<file path="config.mk">
export PLATFORM = sky130hd
export DESIGN_NAME = m3_speedrampctrl_flat
export DESIGN_NICKNAME = d
export VERILOG_FILES = /design/src/rtl/m3_speedrampctrl_pkg.sv /design/src/rtl/m3_speedrampctrl_if.sv /design/src/rtl/m3_speedrampctrl_tickgen.sv /design/src/rtl/m3_speedrampctrl.sv /design/src/flat_wrapper.sv
export SDC_FILE = /design/constraint.sdc
export NUM_CORES = 1
export LEC_CHECK = 0
export CORE_MARGIN = 2
export CORE_UTILIZATION = 40
export CTS_CLUSTER_DIAMETER = 100
export DETAILED_ROUTE_END_ITERATION = 8
export SYNTH_ARGS = -nofsm -noshare
export SYNTH_HDL_FRONTEND = slang
export SYNTH_SLANG_ARGS = --single-unit
</file>
<file path="constraint.sdc">
create_clock -name clkI -period 5.3 [get_ports clkI]
set_input_delay 1.325 -clock clkI [delete_from_list [all_inputs] [get_ports clkI]]
set_output_delay 1.325 -clock clkI [all_outputs]
set_load 0.005 [all_outputs]
</file>
<file path="src/rtl/m3_speedrampctrl_pkg.sv">
// Shared encodings and period limits for the m3 speed ramp sequencer.
// The period limits must match the calculator's slice-period max and clock-period min.
package m3_speedrampctrl_pkg;

    typedef enum logic [2:0] {
        ST_IDLE      = 3'd0,
        ST_RUN       = 3'd1,
        ST_RAMPDOWN  = 3'd2,
        ST_REVERSE   = 3'd3,
        ST_STOPPING  = 3'd4
    } state_e;

    typedef enum logic {
        RSN_REV  = 1'b0,
        RSN_STOP = 1'b1
    } reason_e;

    localparam logic [31:0] TICK_DIV_DEF     = 32'd100000;
    localparam logic [31:0] PERIOD_MAX_DEF   = 32'd1000000;
    localparam logic [31:0] PERIOD_MIN_DEF   = 32'd40;
    localparam logic [15:0] RAMP_TIMEOUT_DEF = 16'd4096;

    function automatic logic [31:0] clamp_len(input logic [31:0] v,
                                              input logic [31:0] lo,
                                              input logic [31:0] hi);
        if (v < lo)      return lo;
        else if (v > hi) return hi;
        else             return v;
    endfunction

endpackage

</file>
<file path="src/rtl/m3_speedrampctrl_if.sv">
// Host and calculator-facing signals of the speed ramp sequencer.
interface m3_speedrampctrl_if;
    logic        start;
    logic        stop;
    logic        force_stop;
    logic        dir_req;
    logic [31:0] target_len;
    logic        target_valid;
    logic [31:0] cur_len;
    logic        working;
    logic        next_calc;
    logic        speed_inc;
    logic        speed_dec;
    logic        inv_rotate;
    logic        at_speed;
    logic        fault;
    logic [2:0]  state;

    modport slave (
        input  start, stop, force_stop, dir_req, target_len, target_valid, cur_len,
        output working, next_calc, speed_inc, speed_dec, inv_rotate, at_speed, fault, state
    );

    modport master (
        output start, stop, force_stop, dir_req, target_len, target_valid, cur_len,
        input  working, next_calc, speed_inc, speed_dec, inv_rotate, at_speed, fault, state
    );
endinterface

</file>
<file path="src/rtl/m3_speedrampctrl_tickgen.sv">
// Free-running TICK_DIV divider; emits a registered one-cycle pulse at each wrap.
module m3_speedrampctrl_tickgen
    import m3_speedrampctrl_pkg::*;
#(
    parameter logic [31:0] TICK_DIV = TICK_DIV_DEF
) (
    input  logic clkI,
    input  logic nRstI,
    input  logic en,
    input  logic clr,
    output logic pulse
);
    logic [31:0] cnt;

    always_ff @(posedge clkI or negedge nRstI) begin
        if (!nRstI) begin
            cnt   <= '0;
            pulse <= 1'b0;
        end else if (clr || !en) begin
            cnt   <= '0;
            pulse <= 1'b0;
        end else begin
            pulse <= (cnt == TICK_DIV - 32'd1);
            cnt   <= (cnt == TICK_DIV - 32'd1) ? '0 : cnt + 32'd1;
        end
    end
endmodule

</file>
<file path="src/rtl/m3_speedrampctrl.sv">
// Closed-loop sequencer driving the m3 speed inc/dec period calculator:
// start/stop, reversal via ramp-down to minimum speed, force-stop and ramp timeout.
module m3_speedrampctrl
    import m3_speedrampctrl_pkg::*;
#(
    parameter logic [31:0] TICK_DIV     = TICK_DIV_DEF,
    parameter logic [31:0] PERIOD_MAX   = PERIOD_MAX_DEF,
    parameter logic [31:0] PERIOD_MIN   = PERIOD_MIN_DEF,
    parameter logic [15:0] RAMP_TIMEOUT = RAMP_TIMEOUT_DEF
) (
    input  logic clkI,
    input  logic nRstI,
    m3_speedrampctrl_if.slave bus
);
    state_e      state_q, state_d;
    reason_e     reason_q, reason_d;
    logic [31:0] tgt_q, tgt_d;
    logic [15:0] ramp_cnt_q, ramp_cnt_d, ramp_inc;
    logic        working_q, working_d;
    logic        inc_q, inc_d, dec_q, dec_d;
    logic        inv_q, inv_d;
    logic        at_speed_q, at_speed_d;
    logic        fault_q, fault_d;
    logic        upd;
    logic [32:0] tgt_hi, cur_lo;
    logic        too_slow, too_fast;

    // The pulse is suppressed as soon as the FSM heads for IDLE, so none leaks into IDLE.
    m3_speedrampctrl_tickgen #(.TICK_DIV(TICK_DIV)) u_tick (
        .clkI (clkI),
        .nRstI(nRstI),
        .en   (state_d != ST_IDLE),
        .clr  (bus.force_stop),
        .pulse(upd)
    );

    // Deadband is tgt/8; sums are 33 bits so they cannot wrap.
    assign tgt_hi   = {1'b0, tgt_q} + {4'b0, tgt_q[31:3]};
    assign cur_lo   = {1'b0, bus.cur_len} + {4'b0, tgt_q[31:3]};
    assign too_slow = {1'b0, bus.cur_len} > tgt_hi;
    assign too_fast = cur_lo < {1'b0, tgt_q};
    assign ramp_inc = (ramp_cnt_q == 16'hFFFF) ? ramp_cnt_q : ramp_cnt_q + 16'd1;

    always_comb begin
        state_d    = state_q;
        reason_d   = reason_q;
        tgt_d      = tgt_q;
        ramp_cnt_d = ramp_cnt_q;
        working_d  = working_q;
        inc_d      = inc_q;
        dec_d      = dec_q;
        inv_d      = inv_q;
        at_speed_d = 1'b0;
        fault_d    = fault_q;
        if (bus.target_valid) tgt_d = clamp_len(bus.target_len, PERIOD_MIN, PERIOD_MAX);
        if (bus.force_stop) begin
            state_d    = ST_IDLE;
            working_d  = 1'b0;
            inc_d      = 1'b0;
            dec_d      = 1'b0;
            ramp_cnt_d = '0;
        end else begin
            case (state_q)
                ST_IDLE: begin
                    working_d  = 1'b0;
                    inc_d      = 1'b0;
                    dec_d      = 1'b0;
                    ramp_cnt_d = '0;
                    if (bus.start) begin
                        state_d   = ST_RUN;
                        working_d = 1'b1;
                        fault_d   = 1'b0;
                        inv_d     = bus.dir_req;
                    end
                end
                ST_RUN: begin
                    working_d  = 1'b1;
                    ramp_cnt_d = '0;
                    if (bus.stop || (bus.dir_req != inv_q)) begin
                        state_d  = ST_RAMPDOWN;
                        reason_d = bus.stop ? RSN_STOP : RSN_REV;
                        if (upd) begin
                            inc_d = 1'b0;
                            dec_d = 1'b1;
                        end
                    end else begin
                        at_speed_d = !too_slow && !too_fast;
                        if (upd) begin
                            inc_d = too_slow;
                            dec_d = too_fast;
                        end
                    end
                end
                ST_RAMPDOWN: begin
                    if (bus.stop) reason_d = RSN_STOP;
                    if (!bus.stop && reason_q == RSN_REV && bus.dir_req == inv_q) begin
                        state_d = ST_RUN;
                    end else if (upd) begin
                        inc_d = 1'b0;
                        dec_d = 1'b1;
                        if (bus.cur_len >= PERIOD_MAX) begin
                            state_d = (reason_d == RSN_STOP) ? ST_STOPPING : ST_REVERSE;
                        end else begin
                            ramp_cnt_d = ramp_inc;
                            if (ramp_inc > RAMP_TIMEOUT) begin
                                fault_d   = 1'b1;
                                state_d   = ST_IDLE;
                                working_d = 1'b0;
                                inc_d     = 1'b0;
                                dec_d     = 1'b0;
                            end
                        end
                    end
                end
                ST_REVERSE: begin
                    inv_d      = ~inv_q;
                    inc_d      = 1'b0;
                    dec_d      = 1'b0;
                    ramp_cnt_d = '0;
                    state_d    = ST_RUN;
                end
                default: begin
                    working_d  = 1'b0;
                    inc_d      = 1'b0;
                    dec_d      = 1'b0;
                    ramp_cnt_d = '0;
                    state_d    = ST_IDLE;
                end
            endcase
        end
    end

    always_ff @(posedge clkI or negedge nRstI) begin
        if (!nRstI) begin
            state_q    <= ST_IDLE;
            reason_q   <= RSN_REV;
            tgt_q      <= PERIOD_MAX;
            ramp_cnt_q <= '0;
            working_q  <= 1'b0;
            inc_q      <= 1'b0;
            dec_q      <= 1'b0;
            inv_q      <= 1'b0;
            at_speed_q <= 1'b0;
            fault_q    <= 1'b0;
        end else begin
            state_q    <= state_d;
            reason_q   <= reason_d;
            tgt_q      <= tgt_d;
            ramp_cnt_q <= ramp_cnt_d;
            working_q  <= working_d;
            inc_q      <= inc_d;
            dec_q      <= dec_d;
            inv_q      <= inv_d;
            at_speed_q <= at_speed_d;
            fault_q    <= fault_d;
        end
    end

    assign bus.state      = state_q;
    assign bus.working    = working_q;
    assign bus.next_calc  = upd;
    assign bus.speed_inc  = inc_q;
    assign bus.speed_dec  = dec_q;
    assign bus.inv_rotate = inv_q;
    assign bus.at_speed   = at_speed_q;
    assign bus.fault      = fault_q;
endmodule
</file>
<file path="src/flat_wrapper.sv">
// flat-port wrapper written by rule: the top's interface ports become plain ports
module m3_speedrampctrl_flat import m3_speedrampctrl_pkg::*;
#(
    parameter logic [31:0] TICK_DIV     = TICK_DIV_DEF,
    parameter logic [31:0] PERIOD_MAX   = PERIOD_MAX_DEF,
    parameter logic [31:0] PERIOD_MIN   = PERIOD_MIN_DEF,
    parameter logic [15:0] RAMP_TIMEOUT = RAMP_TIMEOUT_DEF
)
  (clkI, nRstI, bus_start, bus_stop, bus_force_stop, bus_dir_req, bus_target_len, bus_target_valid, bus_cur_len, bus_working, bus_next_calc, bus_speed_inc, bus_speed_dec, bus_inv_rotate, bus_at_speed, bus_fault, bus_state);
  m3_speedrampctrl_if bus_i ();
  input  logic clkI;
  input  logic nRstI;
  input wire logic [$bits(bus_i.start)-1:0] bus_start;
  input wire logic [$bits(bus_i.stop)-1:0] bus_stop;
  input wire logic [$bits(bus_i.force_stop)-1:0] bus_force_stop;
  input wire logic [$bits(bus_i.dir_req)-1:0] bus_dir_req;
  input wire logic [$bits(bus_i.target_len)-1:0] bus_target_len;
  input wire logic [$bits(bus_i.target_valid)-1:0] bus_target_valid;
  input wire logic [$bits(bus_i.cur_len)-1:0] bus_cur_len;
  output wire logic [$bits(bus_i.working)-1:0] bus_working;
  output wire logic [$bits(bus_i.next_calc)-1:0] bus_next_calc;
  output wire logic [$bits(bus_i.speed_inc)-1:0] bus_speed_inc;
  output wire logic [$bits(bus_i.speed_dec)-1:0] bus_speed_dec;
  output wire logic [$bits(bus_i.inv_rotate)-1:0] bus_inv_rotate;
  output wire logic [$bits(bus_i.at_speed)-1:0] bus_at_speed;
  output wire logic [$bits(bus_i.fault)-1:0] bus_fault;
  output wire logic [$bits(bus_i.state)-1:0] bus_state;
  assign bus_i.start = bus_start;
  assign bus_i.stop = bus_stop;
  assign bus_i.force_stop = bus_force_stop;
  assign bus_i.dir_req = bus_dir_req;
  assign bus_i.target_len = bus_target_len;
  assign bus_i.target_valid = bus_target_valid;
  assign bus_i.cur_len = bus_cur_len;
  assign bus_working = bus_i.working;
  assign bus_next_calc = bus_i.next_calc;
  assign bus_speed_inc = bus_i.speed_inc;
  assign bus_speed_dec = bus_i.speed_dec;
  assign bus_inv_rotate = bus_i.inv_rotate;
  assign bus_at_speed = bus_i.at_speed;
  assign bus_fault = bus_i.fault;
  assign bus_state = bus_i.state;
  m3_speedrampctrl #(.TICK_DIV(TICK_DIV), .PERIOD_MAX(PERIOD_MAX), .PERIOD_MIN(PERIOD_MIN), .RAMP_TIMEOUT(RAMP_TIMEOUT)) u_core (.clkI(clkI), .nRstI(nRstI), .bus(bus_i));
endmodule
</file>
## Word level (Yosys, flattened, before mapping)

Index checks and enable logic that the tools add are counted.

- Bits of input ports: 71
- Output and inout bits: 10
- Word-level logic and storage cells: 125
- Register bits: 91

- $lt $le $gt $ge: 6
- Reduce and logical (&&, ||, !) cells: 21
- Bitwise operators: 3
- Add/sub/neg operators: 4
- Equal/unequal tests: 20
- Muxes and demuxes: 59

Operator list:

| operator | number |
|---|---|
| 32-bit two-way mux | 4 |
| 16-bit two-way mux | 6 |
| 32-bit by 29-bit adder with 33-bit output | 2 |
| 1-bit two-way mux | 34 |
| 32-bit by 33-bit > comparator with 1-bit output | 1 |
| 33-bit by 32-bit less-than comparator with 1-bit output | 1 |
| 32-bit by 1-bit adder with 32-bit output, second input constant | 1 |
| 32-bit by 17-bit equality test with 1-bit output, second input constant | 1 |
| 32-bit by 20-bit >= comparator with 1-bit output, second input constant | 1 |
| 32-bit by 20-bit > comparator with 1-bit output, second input constant | 1 |
| 32-bit by 6-bit less-than comparator with 1-bit output, second input constant | 1 |
| 3-bit two-way mux | 8 |
| 16-bit by 1-bit adder with 16-bit output, second input constant | 1 |
| 16-bit equality test, second input constant | 1 |
| 16-bit by 13-bit > comparator with 1-bit output, second input constant | 1 |
| 3-bit inequality test, second input constant | 4 |
| 3-bit one-hot mux with 4 select lines | 1 |
| 3-bit AND reduction | 4 |
| 2-bit inequality test, second input constant | 5 |
| 1-bit one-hot mux with 2 select lines | 5 |
| 7-bit AND reduction | 1 |
| 3-bit by 2-bit equality test with 1-bit output, second input constant | 2 |
| 2-bit nonzero test | 3 |
| 5-bit AND reduction | 1 |
| other kinds (14) | 23 |

## Depth between registers and ports, before layout

- Depth in word-level cells: 13
- Gate-level depth with buffers: 19
- Mapped depth without buffers: 19

## Hierarchy

A second synthesis with hierarchy kept.

- Cell total of the unflattened synthesis: 1119
- Area total of the unflattened synthesis: 9176.3 µm²

By module, submodules not included:

| module | cells an instance | area an instance (µm²) | seq. area each (µm²) | instances |
|---|---|---|---|---|
| m3_speedrampctrl | 919 | 7328.3 | 1460.2 | 1 |
| m3_speedrampctrl_tickgen | 200 | 1848.0 | 825.8 | 1 |

## Worst setup path after synthesis

Ideal clock, no wire load.

- Path kind: input port to flip-flop
- From: input port bus_cur_len[0]
- To: register u_core.dec_q, in the netlist u_core.bus.speed_dec
- Data required time: 5.231 ns
- Setup slack: 0.712 ns
- Path buffers: 0
- Arrival: 4.519 ns
- Library setup time: 0.069 ns
- Stages on the path: 19
- Cells stage by stage: ha_1 > fa_1 > a21oi_1 > o2bb2ai_1 > a41oi_1 > a21oi_2 > a21oi_1 > nor2b_1 > nor2_1 > xnor2_1 > ha_1 > a21o_1 > a21o_1 > a211oi_1 > o21a_1 > o21ai_0 > a21o_1 > a211o_1 > nand3_1

- Word-level cells in the longest chain between the ends: 6
- Elaborated cells between the ends (all ways): 10
- Classes of those cells: 1 x add/sub; 2 x order compare; 7 x mux

RTL lines:

| what | line | source |
|---|---|---|
| start: declaration | flat_wrapper.sv:19 | `input wire logic [$bits(bus_i.cur_len)-1:0] bus_cur_len;` |
| 32-bit by 29-bit adder with 33-bit output or 32-bit by 20-bit >= comparator with 1-bit output (tied branches) | m3_speedrampctrl.sv:39, m3_speedrampctrl.sv:101 |  |
| 33-bit by 32-bit less-than comparator with 1-bit output or 1-bit two-way mux (tied branches) | m3_speedrampctrl.sv:41, m3_speedrampctrl.sv:101 |  |
| 1-bit two-way mux (on tied branches) | m3_speedrampctrl.sv:88, m3_speedrampctrl.sv:98 |  |
| 1-bit two-way mux (on tied branches) | m3_speedrampctrl.sv:79, m3_speedrampctrl.sv:96 |  |
| 1-bit one-hot mux with 2 select lines * | m3_speedrampctrl.sv:63 | `case (state_q)` |
| 1-bit two-way mux * | m3_speedrampctrl.sv:56 | `if (bus.force_stop) begin` |
| end signal: assignment | m3_speedrampctrl.sv:141 | `dec_q <= 1'b0;` |
| end signal: assignment | m3_speedrampctrl.sv:152 | `dec_q <= dec_d;` |
| end: declaration | m3_speedrampctrl.sv:20 | `logic inc_q, inc_d, dec_q, dec_d;` |

Mark *: on every way between the ends. The rest lies on a longest branch, timed or not. The select of a mux whose other input is x is not followed.
A chain may end at the register's enable or synchronous reset.

## Worst setup path after layout

- From: register u_core.tgt_q[4]
- To: register u_core.at_speed_q, in the netlist u_core.bus.at_speed

- Word-level cells in the longest chain between the ends: 7
- Elaborated cells between the ends (all ways): 10
- Classes of those cells: 2 x add/sub; 2 x order compare; 3 x mux; 3 x reduce/logical

RTL lines:

| what | line | source |
|---|---|---|
| start: declaration | m3_speedrampctrl.sv:17 | `logic [31:0] tgt_q, tgt_d;` |
| start signal: assignment | m3_speedrampctrl.sv:148 | `tgt_q <= tgt_d;` |
| 32-bit by 29-bit adder with 33-bit output (on tied branches) | m3_speedrampctrl.sv:38, m3_speedrampctrl.sv:39 |  |
| 32-bit by 33-bit > comparator with 1-bit output or 33-bit by 32-bit less-than comparator with 1-bit output (tied branches) | m3_speedrampctrl.sv:40, m3_speedrampctrl.sv:41 |  |
| 1-bit zero test | m3_speedrampctrl.sv:87 | `at_speed_d = !too_slow && !too_fast;` |
| 1-bit logical AND * | m3_speedrampctrl.sv:87 |  |
| 1-bit two-way mux * | m3_speedrampctrl.sv:79 | `if (bus.stop \|\| (bus.dir_req != inv_q)) begin` |
| 1-bit two-way mux * | m3_speedrampctrl.sv:63 |  |
| 1-bit two-way mux * | m3_speedrampctrl.sv:56 |  |
| named net u_core.at_speed_d | m3_speedrampctrl.sv:22 | `logic at_speed_q, at_speed_d;` |
| end signal: assignment | m3_speedrampctrl.sv:154 | `at_speed_q <= at_speed_d;` |
| end: declaration | m3_speedrampctrl.sv:22 |  |

Mark *: on every way through the listed nets, which the timed path passes. The rest lies on a longest branch.

==> reports/metrics.cfg <==
[clock_network]
cts_buffers = 9
cts_sinks = 91
clock_path_buffers = 2
cts_tree = yes
post_cts_buffers = 0
cts_hold_buffers = 0
cts.clk_slew.worst_paths_ns = 0.09
clkLatencyLatePin_ns = 0.37
root_buffer = clkbuf_16
cts_max_level = 3

[synth]
synth_nets = 1315
syn_area_um2 = 9420
syn_inst = 1119
ys_seq_area_share_pct = 24.3
async_reset_ff_share_pct = 100
ys.flop_type = dfrtp_1
syn_avg_cell_area_um2 = 8.42
synth_top_area_share_pct = 22.3
synth_top_area_cell = dfrtp_1
yosys_warnings = 0
synthDistinctLibCells = 86
synth-seq-cells = 91
synth_edf_count = 0
synthTopCellsByArea = dfrtp_1, ha_1, xnor2_1

[timing]
hold_viol = 0
layout_setup_ws_ns = 0.249
tightest_slew_ns = 0.777
grt_setup_unrepaired = yes
setup_viol = 0
fmax_mhz = 198
skew_ns = 0.0186
slew_headroom_pct = 47.7
finalCritPeriodShare_pct = 95.3
min_period_ns = 5.05
slew_violations = 0

[floorplan]
core_area_um2 = 23300
dieArea_um2 = 24800
rows = 56
die_h_um = 157
pin_count = 81
start_util_pct = 40.5
die_x_um = 157

[route]
routed_via_density = 5.54
ant_nets = 0
postRouteWirelength_um = 26400
vias = 8647
drt_iter0_markers = 525
drc = 0
dr.pass1.iters = 5
wl_per_cell_um = 17.0

[worst_setup_path]
worstRegToRegCells = 22
crit_arrival_ns = 5.31
worst_r2r_endpoint = u_core.bus.at_speed
r2r_slack_ns = 0.25
start_kind = flop
critPathKind = reg2reg
r2r_start = u_core.tgt_q[4]
cp_max_fo = 3
worstPathRequired_ns = 5.56
cp-end-kind = flop

[placed_design]
place_congestion = 0.905
portBuffers = 80
hpwl_um = 21000
dp_slack_ns = -0.111

[power_and_ir_drop]
p_leak_uw = 0.00492
ir_drop_mv = 0.141
pwr-share-clk_pct = 34.4
p_int_uw = 1370
power.total_uw = 2050
power_frac_seq_pct = 36.9
switching_share_pct = 33.2
powerDensity_nw_per_um2 = 183
switchingPower_uw = 680
p_comb_share_pct = 28.7

[final_layout]
area_growth_pct = 18.8
fin_nets = 1432
n_antenna_cell = 0
fillCellCount = 2351
drive_gt1_share_pct = 11.4

[grt]
track_usage_pct = 21.5
antenna_found_initial = 0
grt-ovfl-total = 0
grt_pass1_vias = 8037
grt_max_degree = 42
grt_pass1_wl_um = 42100

[min_path]
min_to = u_core.u_tick.cnt[0]
hold_path_class = reg2reg
holdPathStages = 1
hold_start = u_core.u_tick.cnt[0]

[run]
maxCapViolCount = 0

[status]
status = finished clean

[sequential cells by signal (all words and copies together), names as in the netlist]
| register | flops |
|---|---|
| u_core.tgt_q | 32 |
| u_core.u_tick.cnt | 32 |
| u_core.ramp_cnt_q | 16 |
| u_core.bus.state | 3 |
| u_core.bus.at_speed | 1 |
| u_core.bus.fault | 1 |
| u_core.bus.inv_rotate | 1 |
| u_core.bus.speed_dec | 1 |
| u_core.bus.speed_inc | 1 |
| u_core.bus.working | 1 |
| u_core.reason_q | 1 |
| u_core.u_tick.pulse | 1 |
[per-layer routing]
| metal | global-route usage (%) | vias to the layer above | part of all wire, % |
|---|---|---|---|
| met4 | 5.63 | 0 | 1.6 |
| met5 | 0 | - | 0 |
| met3 | 3.22 | 27 | 4.5 |
| met2 | 33.5 | 179 | 44 |
| met1 | 31.0 | 4087 | 50 |
| li1 | - | 4354 | - |
[cells in the mapped netlist, drive strengths merged, types with 4 or more instances]
library cell / number
nor2: 135
o21a: 17
inv: 70
mux2i: 4
and2: 9
a211oi: 18
o22ai: 7
xor2: 44
or4: 6
o21ai: 55
clkbuf: 14
nor2b: 9
o32ai: 4
nand2b: 10
a21o: 43
dfrtp: 84
and4: 11
o21bai: 10
nor4: 19
o31ai: 7
or2: 6
nand4: 29
dfstp: 7
and3: 15
nor3: 21
or3: 7
a211o: 4
o211ai: 10
nand3: 36
nand2: 68
xnor2: 51
a21oi: 78
a31oi: 11
a22o: 11
nor4b: 4
nand3b: 5
buf: 10
ha: 123
[cell usage in the layout (no fill, tap or decap), types with 5 or more instances in the layout]
master and count:
ha_1 123, nor2_1 104, dfrtp_1 84, clkdlybuf4s50_1 79, a21oi_1 75, inv_1 70, nand2_1 68, o21ai_0 51
xnor2_1 51, buf_4 50, xor2_1 44, a21o_1 43, nand3_1 33, nor2_2 30, nand4_1 27, nor3_1 21
nor4_1 18, o21a_1 17, a211oi_1 16, and4_1 11, a22o_1 11, o211ai_1 10, and3_1 10, a31oi_1 10
nand2b_1 10, o21bai_1 10, nor2b_1 9, clkbuf_16 9, o22ai_1 7, and2_1 7, dfstp_2 7, or3_1 6
o31ai_1 6, and3_2 5, or2_2 5, or4_1 5
[critical path, stage by stage, from the launching register on]
cell      delay, ns
dfrtp_1        0.39
buf_4          0.14
ha_1           0.31
a21oi_1        0.19
o211ai_1       0.20
a32o_1         0.31
a211o_1        0.30
a211o_1        0.37
a31oi_4        0.23
a21oi_1        0.10
xnor2_1        0.13
ha_1           0.29
nand4_1        0.13
or2_2          0.37
nor3_1         0.20
buf_4          0.15
nand4_1        0.07
buf_4          0.16
or3_1          0.36
o21ai_0        0.08
a211oi_1       0.06
buf_4          0.16
a211oi_1       0.22
[power by group through the flow]
stage               clock network (µW)  logic (µW)  registers, µW
floorplan                            0         371            760
global placement                     0         578            769
detailed placement                   0         583            769
CTS                                728         588            756
global route                       748         657            760
finish                             705         588            756
[how the worst max path moves through the flow]
stage,from,end,slack (ns),cells after the start
3_5_place_dp,bus_cur_len[0],u_core.bus.speed_dec,-0.11,20
2_1_floorplan,bus_cur_len[0],u_core.bus.speed_dec,0.71,19
4_1_cts,u_core.tgt_q[1],u_core.bus.at_speed,0.21,21
3_3_place_gp,bus_cur_len[0],u_core.bus.speed_dec,-0.06,20
5_1_grt,u_core.tgt_q[4],u_core.bus.at_speed,-0.002,22
6_report,u_core.tgt_q[4],u_core.bus.at_speed,0.25,22
[what timing repair did]
| item | in CTS | in global routing |
|---|---|---|
| gates resized for setup | 0 | 3 |
| endpoints found under the setup margin | 0 | 3 |
| endpoints found under the hold margin | 0 | 0 |
[cells by family after synthesis]
family | Yosys count | synth area share [%]
flops | 91 | 24.3
compound gates | 311 | 22.5
xor+xnor | 95 | 8.83
mux | 5 | 0.544
fa+ha+maj | 125 | 16.8
buf+inv | 94 | 4.36
simple gates | 398 | 22.7
[stage by stage]
step / utilization [%] / setup TNS [ns] / area, µm² / cells / hold slack [ns]
after CTS: 48.0 / 0 / 11200 / 1560 / 0.500
after global placement: 46.7 / -0.0635 / 10900 / 1544 / 0.486
after global routing: 48.1 / -0.00193 / 11200 / 1560 / 0.516
after detailed placement: 46.7 / -0.155 / 10900 / 1544 / 0.486
final: 48.1 / 0 / 11200 / 1560 / 0.499
after floorplan: - / 0 / 9420 / 1119 / 0.460
[cell type report]
type / count / area (µm²) / share of cell area, %
Inverter: 70 / 263 / 2.35
Sequential cell: 91 / 2290 / 20.4
Clock buffer: 9 / 225 / 2.01
Timing Repair Buffer: 130 / 1190 / 10.6
Tap cell: 319 / 399 / 3.57
Clock inverter: 7 / 91.3 / 0.816
Multi-Input combinational cell: 934 / 6740 / 60.2
No activity file was read; power rests on OpenSTA's default activity.
